**src/rtl/mem_arbiter.sv**
```systemverilog
`default_nettype none
// ============================================================================
// Module   : mem_arbiter
// Purpose  : Two-port (fetch / data) arbiter in front of a single-ported
//            memory. Data normally wins. A starvation counter hands priority
//            to fetch after STARVE_LIMIT data grants made while fetch waits.
//            Every output is registered.
// Revision : 1.0 - initial release
// ============================================================================
module mem_arbiter #(
    parameter int STARVE_LIMIT = 4
) (
    input  logic        clk,
    input  logic        reset,
    // fetch port
    input  logic        if_req,
    input  logic [31:0] if_addr,
    output logic        if_ack,
    output logic [31:0] if_rdata,
    // data port
    input  logic        d_req,
    input  logic        d_we,
    input  logic [31:0] d_addr,
    input  logic [31:0] d_wdata,
    output logic        d_ack,
    output logic [31:0] d_rdata,
    // memory port
    output logic        m_req,
    output logic        m_we,
    output logic [31:0] m_addr,
    output logic [31:0] m_wdata,
    input  logic        m_ack,
    input  logic [31:0] m_rdata,
    // status
    output logic        busy
);

    localparam int CW = $clog2(STARVE_LIMIT + 1);
    localparam logic [CW-1:0] LIMIT = CW'(STARVE_LIMIT);

    typedef enum logic [1:0] {
        ST_IDLE  = 2'd0,
        ST_FETCH = 2'd1,
        ST_DATA  = 2'd2
    } state_t;

    state_t          state_q,    state_d;
    logic            m_req_q,    m_req_d;
    logic            m_we_q,     m_we_d;
    logic [31:0]     m_addr_q,   m_addr_d;
    logic [31:0]     m_wdata_q,  m_wdata_d;
    logic            if_ack_q,   if_ack_d;
    logic [31:0]     if_rdata_q, if_rdata_d;
    logic            d_ack_q,    d_ack_d;
    logic [31:0]     d_rdata_q,  d_rdata_d;
    logic            busy_q,     busy_d;
    logic [CW-1:0]   wait_cnt_q, wait_cnt_d;

    logic            arb_en;
    logic            if_cand;
    logic            d_cand;
    logic            fetch_pri;

    // Next-state and next-output logic for the arbitration FSM.
    always_comb begin
        state_d    = state_q;
        m_req_d    = m_req_q;
        m_we_d     = m_we_q;
        m_addr_d   = m_addr_q;
        m_wdata_d  = m_wdata_q;
        if_ack_d   = 1'b0;
        if_rdata_d = if_rdata_q;
        d_ack_d    = 1'b0;
        d_rdata_d  = d_rdata_q;
        busy_d     = busy_q;
        wait_cnt_d = wait_cnt_q;

        // The ack cycle is the mandatory idle gap: the acked requester may
        // still be holding req, and skipping arbitration here lets a
        // requester that re-issues straight after its ack compete fairly.
        arb_en    = !if_ack_q && !d_ack_q;
        if_cand   = if_req && arb_en;
        d_cand    = d_req  && arb_en;
        fetch_pri = (wait_cnt_q == LIMIT);

        case (state_q)
            ST_IDLE: begin
                if (if_cand && (!d_cand || fetch_pri)) begin
                    state_d    = ST_FETCH;
                    m_req_d    = 1'b1;
                    m_we_d     = 1'b0;
                    m_addr_d   = if_addr;
                    m_wdata_d  = 32'd0;
                    busy_d     = 1'b1;
                    wait_cnt_d = '0;
                end else if (d_cand) begin
                    state_d   = ST_DATA;
                    m_req_d   = 1'b1;
                    m_we_d    = d_we;
                    m_addr_d  = d_addr;
                    m_wdata_d = d_wdata;
                    busy_d    = 1'b1;
                    if (if_req && (wait_cnt_q != LIMIT)) begin
                        wait_cnt_d = wait_cnt_q + CW'(1);
                    end
                end
            end
            ST_FETCH, ST_DATA: begin
                // m_* stay frozen until the memory completes.
                if (m_ack) begin
                    state_d = ST_IDLE;
                    m_req_d = 1'b0;
                    m_we_d  = 1'b0;
                    busy_d  = 1'b0;
                    if (state_q == ST_FETCH) begin
                        if_ack_d   = 1'b1;
                        if_rdata_d = m_rdata;
                    end else begin
                        d_ack_d = 1'b1;
                        if (!m_we_q) begin
                            d_rdata_d = m_rdata;
                        end
                    end
                end
            end
            default: begin
                state_d = ST_IDLE;
                m_req_d = 1'b0;
                m_we_d  = 1'b0;
                busy_d  = 1'b0;
            end
        endcase
    end

    // State and output registers; reset overrides everything.
    always_ff @(posedge clk) begin
        if (reset) begin
            state_q    <= ST_IDLE;
            m_req_q    <= 1'b0;
            m_we_q     <= 1'b0;
            m_addr_q   <= 32'd0;
            m_wdata_q  <= 32'd0;
            if_ack_q   <= 1'b0;
            if_rdata_q <= 32'd0;
            d_ack_q    <= 1'b0;
            d_rdata_q  <= 32'd0;
            busy_q     <= 1'b0;
            wait_cnt_q <= '0;
        end else begin
            state_q    <= state_d;
            m_req_q    <= m_req_d;
            m_we_q     <= m_we_d;
            m_addr_q   <= m_addr_d;
            m_wdata_q  <= m_wdata_d;
            if_ack_q   <= if_ack_d;
            if_rdata_q <= if_rdata_d;
            d_ack_q    <= d_ack_d;
            d_rdata_q  <= d_rdata_d;
            busy_q     <= busy_d;
            wait_cnt_q <= wait_cnt_d;
        end
    end

    assign m_req    = m_req_q;
    assign m_we     = m_we_q;
    assign m_addr   = m_addr_q;
    assign m_wdata  = m_wdata_q;
    assign if_ack   = if_ack_q;
    assign if_rdata = if_rdata_q;
    assign d_ack    = d_ack_q;
    assign d_rdata  = d_rdata_q;
    assign busy     = busy_q;

endmodule
`default_nettype wire

```
**config.mk**
```make
export PLATFORM = sky130hd
export DESIGN_NAME = mem_arbiter
export DESIGN_NICKNAME = d
export VERILOG_FILES = /design/src/rtl/mem_arbiter.sv
export SDC_FILE = /design/constraint.sdc
export NUM_CORES = 1
export LEC_CHECK = 0
export BUFFER_PORTS_ARGS = -buffer_cell sky130_fd_sc_hd__buf_2
export CAP_MARGIN = 30
export CORE_ASPECT_RATIO = 0.8
export CORE_MARGIN = 5
export CORE_UTILIZATION = 48
export CTS_BUF_LIST = sky130_fd_sc_hd__clkbuf_8
export DETAILED_ROUTE_END_ITERATION = 8
export GPL_TIMING_DRIVEN = 0
export PLACE_DENSITY = 0.83
export SKIP_CTS_REPAIR_TIMING = 1
export SLEW_MARGIN = 20
export SYNTH_ARGS = -nofsm -noshare
export SYNTH_HDL_FRONTEND = slang
export SYNTH_SLANG_ARGS = --single-unit
```
**constraint.sdc**
```tcl
create_clock -name clk -period 2.31 [get_ports clk]
set_input_delay 0.3465 -clock clk [delete_from_list [all_inputs] [get_ports clk]]
set_output_delay 0.3465 -clock clk [all_outputs]
set_load 0.03 [all_outputs]
```
==> impl_table.tex, run 1 <==
\begin{tabular}{lr}
\hline
Metric & Value \\
\hline
\multicolumn{2}{l}{\textbf{Routing}} \\
\quad Top routing layer used & met4 \\
\quad Count of antenna-violating nets left after detailed routing & 0 \\
\quad Number of iterations in the first detailed-routing pass & 5 \\
\quad Met3 layer wire length in the routed design & roughly 1400 um \\
\quad Remaining design rule violation count & 0 \\
\quad Routed wire length on met2 & about 8000 um \\
\quad Routed WL per cell & between 15 and 20 um \\
\quad Routed wire length & roughly 17000 um \\
\quad Metal-1 WL & 7060 um \\
\quad Count of vias placed by the detailed router & between 5000 and 6000 \\
\quad Routed via count divided by cell count & 5.09 \\
\quad Number of DRC markers after the initial detailed-route iteration & around 240 \\
\multicolumn{2}{l}{\textbf{Floorplan}} \\
\quad Area enclosed by the die boundary & approximately 14000 sq um \\
\quad Floorplan die height & $\sim$110 um \\
\quad I/O Pins & 267 \\
\quad Initial core utilization & 48.8\% \\
\quad Floorplan die width & between 100 and 150 um \\
\quad Count of standard-cell rows & 35 \\
\quad Core region area & roughly 11000 sq um \\
\multicolumn{2}{l}{\textbf{Setup path}} \\
\quad WP data arrival & about 2.2 ns \\
\quad Slowest stage delay, CP & around 0.42 ns \\
\quad Data required time at the worst endpoint & 2.66 ns \\
\quad Category of the worst setup path capture point & flip-flop \\
\quad Kind of cell adding the most delay to the critical path & buffers and inverters \\
\quad Cell type of the slowest stage on the worst timing path & clkbuf\_1 \\
\quad Element type at the critical path start & flip-flop \\
\quad Critical Setup Path Class & reg -> reg \\
\quad Crit Path Max Fanout & 10 \\
\quad Critical path cell sequence & inv\_1 > ha\_1 > nand4bb\_1 > clkbuf\_1 > clkbuf\_1 > nand2\_1 > a21oi\_1 \\
\quad Crit path top cell by count & clkbuf\_1 \\
\quad Buf+Inv Stages, Crit Path & 3 \\
\multicolumn{2}{l}{\textbf{Placement}} \\
\quad Number of port buffers & approximately 270 \\
\quad Placed instance count & roughly 1100 \\
\quad Post-detail-place hpwl & 13000 um \\
\quad Gpl congestion & 0.871 \\
\multicolumn{2}{l}{\textbf{Timing}} \\
\quad Worst slew margin & between 50\% and 60\% \\
\quad Portion of the clock cycle consumed by the worst path in the final layout & about four fifths \\
\quad Setup repair after global routing missed its margin & false \\
\quad Final number of setup-violating endpoints & 0 \\
\quad Summed negative setup slack over all endpoints & 0 ns \\
\quad Maximum frequency from static timing analysis & approximately 0.54 GHz \\
\quad Max Clock Skew & 0.0202 ns \\
\quad Slew of the pin with the lowest slew margin & 0.724 ns \\
\quad Max-slew violation total from the final report & 0 \\
\quad Period minus WS final & roughly 1.9 ns \\
\quad Total count of hold-check failures in the final report & 0 \\
\multicolumn{2}{l}{\textbf{Synth}} \\
\quad Distinct cell type count after synthesis & 36 \\
\quad Biggest area consumer among synthesized cells & dfxtp\_1 \\
\quad FF+latch count, synth & $\sim$140 \\
\quad Per-instance average area after synthesis & 8.46 sq um \\
\quad Synth Cell Area & between 5000 and 6000 sq um \\
\quad Count of warnings emitted by yosys & 0 \\
\quad Sequential area share after synthesis & between 40\% and 50\% \\
\quad Synth Net Count & 798 \\
\quad Share of Yosys cell area claimed by the top area cell type & 49.1\% \\
\quad Post-Synthesis Cells & 660 \\
\quad Largest cells by area after synthesis & dfxtp\_1 (49\%), nand2\_1 (13\%), a21oi\_1 (9.1\%) \\
\multicolumn{2}{l}{\textbf{Clock tree}} \\
\quad Clk Latency, worst-skew pair & 0.43 ns \\
\quad Register clock-pin slew on the reported worst setup and hold paths & 0.08 ns \\
\quad Number of buffers added by the clock tree synthesis step & 17 \\
\quad H-Tree Depth & 4 \\
\quad CTS Root Buffer Type & clkbuf\_8 \\
\quad TritonCTS clock tree & built \\
\quad Max Buffers Root-to-Sink & 2 \\
\quad Sinks on Clock Net & approximately 140 \\
\multicolumn{2}{l}{\textbf{Power}} \\
\quad Internal & 4.21 mW \\
\quad Sequential fraction of design power & about two fifths \\
\quad Maximum VDD drop & 0.608 mV \\
\quad Combinational power share & 27.5\% \\
\quad Static leakage power & between 3 and 4 nW \\
\quad Total power density per cell area & between 800 and 900 nW/um\^{}2 \\
\quad Power dissipated by switching net loads & around 2.3 mW \\
\quad Switching share of power & 34.9\% \\
\quad Power share of the clock group & between 30\% and 40\% \\
\multicolumn{2}{l}{\textbf{Finish}} \\
\quad Signed area change from the synthesized netlist to the final layout & 34.4\% \\
\quad Final \#Nets & about 1100 \\
\quad Ratio of cells with drive above 1 in the final layout & about two fifths \\
\quad Ant. Diodes & 0 \\
\quad Layout fillers & 1005 \\
\quad Finished Layout Cells & 1106 \\
\multicolumn{2}{l}{\textbf{Global route}} \\
\quad Vias in the first global route & around 5500 \\
\quad Initial antenna violation count & 0 \\
\quad Total GRT Usage & 23.6\% \\
\quad Largest net degree at the start of global routing & 17 \\
\quad Global-route wire length before repair & roughly 27000 um \\
\quad Total congestion overflow after global routing & 0 \\
\multicolumn{2}{l}{\textbf{Hold path}} \\
\quad Type of the tightest min-delay check & in -> reg \\
\multicolumn{2}{l}{\textbf{Run status}} \\
\quad Outcome & finished, final reports clean \\
\multicolumn{2}{l}{\textbf{Run}} \\
\quad Max-cap violations & 0 \\
\hline
\end{tabular}
final timing paths:
kind                                               start  slack (ns)  cells past startpoint                   endpoint
worst min-delay path                         m_rdata[16]        0.16                      3  if_rdata[16]$_SDFFE_PP0P_
worst max-delay path             state_q[0]$_SDFFE_PP0P_        0.46                      7   d_rdata[25]$_SDFFE_PP0P_
worst max register to register   state_q[0]$_SDFFE_PP0P_        0.46                      7   d_rdata[25]$_SDFFE_PP0P_
worst min register to register  m_wdata[17]$_SDFFE_PP0P_        0.45                      2   m_wdata[17]$_SDFFE_PP0P_
power by group through the flow:
stage                     registers, mW  clock network [mW]  logic (mW)
final                              2.69                1.99        1.78
after global routing               2.72                2.13        1.92
after CTS                          2.69                2.02        1.79
after detailed placement           2.74                   0        1.78
after global placement             2.73                   0        1.76
after floorplan                    3.16                   0       0.812
cells by family (layout without fill, tap and decap cells):
family / after synthesis / after routing / share of synthesized area (%)
AOI/OAI and AO/OA: 171 / 171 / 21.8
buffers and inverters: 62 / 360 / 6.46
and+or+nand+nor: 286 / 286 / 21.7
adders and majority gates: 4 / 4 / 0.897
DFF: 137 / 137 / 49.1
per-stage QoR:
step                hold WS, ns  setup slack (ns)  total power [mW]  instance area (sq um)  utilization (%)
floorplan                 0.450             0.699              3.97                   5580                -
global placement          0.435             0.510              4.49                   7100             62.1
detailed placement        0.441             0.473              4.52                   7100             62.1
CTS                       0.137             0.462              6.50                   7500             65.6
global route              0.138             0.268              6.76                   7500             65.6
finish                    0.161             0.457              6.46                   7500             65.6
worst min-delay path, cell delays in order:
cell and delay [ns]:
buf_2 0.10, nand2_1 0.05, a21oi_1 0.05
flip-flops by register name (all words and copies together) (netlist names):
register,flops
state_q,2
m_addr,32
m_we,1
busy,1
d_rdata,32
wait_cnt_q,3
m_wdata,32
if_ack,1
d_ack,1
if_rdata,32
cell usage in the layout, fill, tap and decap left out, types with 4 or more instances in the layout:
master and instances:
a211oi_2 29, a21oi_1 102, a21oi_2 29, buf_2 281, buf_4 14, clkbuf_1 24
clkbuf_8 19, dfxtp_1 137, ha_1 4, inv_1 7, inv_6 4, nand2_1 195
nand3_1 34, nor2_1 37, nor3_1 4
routing by layer:
metal | up-vias | global-route usage (%)
li1 | 2782 | -
met1 | 2589 | 29.7
met2 | 227 | 37.7
met3 | 36 | 7.03
met4 | 0 | 9.77
met5 | - | 0
Yosys cell counts (all sizes together):
cell and instances:
o21ai 2, a31oi 1, nand3 35, a211oi 32, a21bo 1, nor4bb 1, nor3 4, a21oi 131
nor2b 1, and3b 1, nand2 195, and3 1, nand4bb 2, and4b 1, and4bb 1, dfxtp 137
nor3b 2, buf 33, and2 1, nor2 39, nor4 1, o311ai 1, inv 5, a22o 1
o31a 2, nand3b 1, ha 4, clkbuf 24
final cells by class:
cell class              instances  area [sq um]  share of cell area (%)
multi-input cells             461          2480                    33.0
flip-flops and latches        137          2740                    36.6
repair buffers                266          1330                    17.7
clock buffers                  19           262                    3.49
well taps                     148           185                    2.47
inverters                       5          18.8                   0.250
plain buffers                  57           342                    4.55
clock inverters                13           143                    1.90
Power figures use the tool's default switching activity.
==> run 2, diff against run 1 <==
- clock period: 2.31 -> 1.9 ns (I/O delays scaled with it)
==> run 2 against run 1 <==
  * Clock skew about the same
  * Worst setup slack worse by 0.31 ns
  * Critical path depth up 1
  * Register-to-register slack worse by 0.31 ns
  * Sequential cell count unchanged
  * Global-route usage unchanged
  * Clock power up 22%
  * Highest routed layer unchanged
  * Sequential share of layout area down 0.091 points
==> impl_table.tex, run 2 (same netlist as run 1, synthesis figures left out) <==
\begin{tabular}{lr}
\hline
Metric & Value \\
\hline
\multicolumn{2}{l}{\textbf{Finish}} \\
\quad Ant. Diodes & 0 \\
\quad Final \#Nets & between 1000 and 1500 \\
\quad Finished Layout Cells & 1106 \\
\quad Most common library cell in the layout ignoring fill and taps & buf\_2 \\
\quad Ratio of cells with drive above 1 in the final layout & 41.4\% \\
\quad Most frequent cells in the layout & buf\_2 (280), nand2\_1 (195), dfxtp\_1 (137), a21oi\_1 (102), nor2\_1 (37) \\
\quad Signed area change from the synthesized netlist to the final layout & 34.7\% \\
\multicolumn{2}{l}{\textbf{Floorplan}} \\
\quad I/O Pins & between 200 and 300 \\
\quad Floorplan die width & between 100 and 150 um \\
\quad Core region area & $\sim$11000 sq um \\
\quad Initial core utilization & about half \\
\quad Count of standard-cell rows & 35 \\
\quad Area enclosed by the die boundary & roughly 14000 sq um \\
\quad Floorplan die height & $\sim$110 um \\
\multicolumn{2}{l}{\textbf{Timing}} \\
\quad Final worst slack & 0.151 ns \\
\quad Slew of the pin with the lowest slew margin & 0.724 ns \\
\quad Period minus WS final & between 1.5 and 2 ns \\
\quad Max Clock Skew & roughly 0.020 ns \\
\quad Worst slew margin & approximately half \\
\quad Setup repair after global routing missed its margin & true \\
\quad Final number of setup-violating endpoints & 0 \\
\quad Maximum frequency from static timing analysis & around 0.57 GHz \\
\quad Total count of hold-check failures in the final report & 0 \\
\quad Max-slew violation total from the final report & 0 \\
\quad Portion of the clock cycle consumed by the worst path in the final layout & between 90\% and 100\% \\
\multicolumn{2}{l}{\textbf{Clock tree}} \\
\quad Sinks on Clock Net & approximately 140 \\
\quad Register clock-pin slew on the reported worst setup and hold paths & 0.08 ns \\
\quad Number of buffers added by the clock tree synthesis step & 17 \\
\quad Max Buffers Root-to-Sink & 2 \\
\quad CTS Root Buffer Type & clkbuf\_8 \\
\quad TritonCTS clock tree & built \\
\quad Clk Latency, worst-skew pair & about 0.43 ns \\
\quad H-Tree Depth & 4 \\
\multicolumn{2}{l}{\textbf{Setup path}} \\
\quad Reg-to-Reg Start & wait\_cnt\_q[0]\$\_SDFFE\_PP0P\_ \\
\quad Kind of cell adding the most delay to the critical path & compound AO/OA/AOI/OAI gates \\
\quad Crit Path Max Fanout & 10 \\
\quad Buf+Inv Stages, Crit Path & 3 \\
\quad Critical path cell sequence & inv\_1 > ha\_1 > a21bo\_4 > and3\_4 > buf\_6 > buf\_12 > a21oi\_2 > a211oi\_2 \\
\quad Cell type of the slowest stage on the worst timing path & dfxtp\_1 \\
\quad End of the worst register-to-register path & m\_addr[16]\$\_SDFFE\_PP0P\_ \\
\quad WP data arrival & 2.03 ns \\
\quad Element type at the critical path start & flip-flop \\
\quad Category of the worst setup path capture point & flip-flop \\
\quad R2R Setup Slk & approximately 0.15 ns \\
\quad Slowest stage delay, CP & 0.39 ns \\
\quad Data required time at the worst endpoint & 2.18 ns \\
\quad Critical Setup Path Class & reg -> reg \\
\quad Worst r2r path cells & 8 \\
\quad Critical path depth in cells & 8 \\
\multicolumn{2}{l}{\textbf{Routing}} \\
\quad Routed via count divided by cell count & around 5.1 \\
\quad Number of iterations in the first detailed-routing pass & 4 \\
\quad Count of antenna-violating nets left after detailed routing & 0 \\
\quad Routed WL per cell & approximately 15 um \\
\quad Number of DRC markers after the initial detailed-route iteration & 248 \\
\quad Remaining design rule violation count & 0 \\
\quad Count of vias placed by the detailed router & roughly 5600 \\
\quad Routed wire length & 16900 um \\
\multicolumn{2}{l}{\textbf{Placement}} \\
\quad Pre-CTS setup slack & between 0.06 and 0.07 ns \\
\quad Number of port buffers & about 270 \\
\quad Post-detail-place hpwl & around 13000 um \\
\quad Placed instance count & around 1100 \\
\quad Gpl congestion & slightly below 0.9 \\
\multicolumn{2}{l}{\textbf{Global route}} \\
\quad Total GRT Usage & roughly a quarter \\
\quad Vias in the first global route & about 5500 \\
\quad Initial antenna violation count & 0 \\
\quad Global-route wire length before repair & 26500 um \\
\quad Largest net degree at the start of global routing & 17 \\
\quad Total congestion overflow after global routing & 0 \\
\multicolumn{2}{l}{\textbf{Hold path}} \\
\quad Hold path cells & 3 \\
\quad Type of the tightest min-delay check & in -> reg \\
\quad Worst hold path endpoint & if\_rdata[16]\$\_SDFFE\_PP0P\_ \\
\quad Min-Delay Startpoint & m\_rdata[16] \\
\multicolumn{2}{l}{\textbf{Power}} \\
\quad Switching share of power & a little over a third \\
\quad Total power density per cell area & between 1000 and 1500 nW/um\^{}2 \\
\quad Combinational power share & 27.6\% \\
\quad Sequential fraction of design power & 41.6\% \\
\quad Internal & about 5.1 mW \\
\quad Maximum VDD drop & around 0.74 mV \\
\quad Power share of the clock group & between 30\% and 40\% \\
\quad Power dissipated by switching net loads & about 2.7 mW \\
\quad Static leakage power & roughly 3.4 nW \\
\multicolumn{2}{l}{\textbf{Run}} \\
\quad Max-cap violations & 0 \\
\multicolumn{2}{l}{\textbf{Run status}} \\
\quad Outcome & finished, final reports clean \\
\hline
\end{tabular}
## run 2: how the worst max path moves through the flow
stage                               start                        to  slack [ns]
2_1_floorplan  wait_cnt_q[0]$_SDFFE_PP0P_   m_addr[10]$_SDFFE_PP0P_        0.29
3_3_place_gp      state_q[0]$_SDFFE_PP0P_  d_rdata[25]$_SDFFE_PP0P_        0.10
3_5_place_dp      state_q[0]$_SDFFE_PP0P_  d_rdata[29]$_SDFFE_PP0P_        0.06
4_1_cts           state_q[0]$_SDFFE_PP0P_  d_rdata[25]$_SDFFE_PP0P_        0.05
5_1_grt           state_q[0]$_SDFFE_PP0P_   d_rdata[3]$_SDFFE_PP0P_       -0.01
6_report       wait_cnt_q[0]$_SDFFE_PP0P_   m_addr[16]$_SDFFE_PP0P_        0.15
## run 2: power by group through the flow
stage	sequential (mW)	combinational (mW)	clock [mW]
2_1_floorplan	3.84	0.987	0
3_3_place_gp	3.32	2.14	0
3_5_place_dp	3.33	2.17	0
4_1_cts	3.27	2.17	2.46
5_1_grt	3.30	2.34	2.59
6_report	3.27	2.17	2.42
## run 2: area by class of cell
type / count / area (sq um)
fill: 1003 / 3910
inverter: 5 / 18.8
tap: 148 / 185
multi-input combinational: 461 / 2490
buffer: 57 / 352
timing repair buffer: 266 / 1330
clock buffer: 19 / 262
sequential: 137 / 2740
clock inverter: 13 / 143
## run 2: routing by layer
layer | wire, um | track usage [%]
met1 | 7010 | 29.7
met2 | 8000 | 37.7
met3 | 1470 | 7.03
met4 | 468 | 9.77
met5 | 0 | 0
## run 2: stage by stage
stage          TNS [ns]  hold WS (ns)  utilization, %  power, mW  instance area [sq um]
6_report              0        0.0983            65.8       7.86                   7520
5_1_grt         -0.0117        0.0763            65.8       8.23                   7520
4_1_cts               0        0.0751            65.6       7.90                   7500
3_5_place_dp          0         0.441            62.1       5.50                   7100
3_3_place_gp          0         0.435            62.1       5.46                   7100
2_1_floorplan         0         0.421               -       4.83                   5580
## run 2: worst register-to-register path: cells and delay by family, from the launching register on
kind	cells	cell delay, ns
compound gates	3	0.48
simple gates	1	0.18
fa+ha+maj	1	0.22
flops	1	0.39
buf+inv	3	0.34
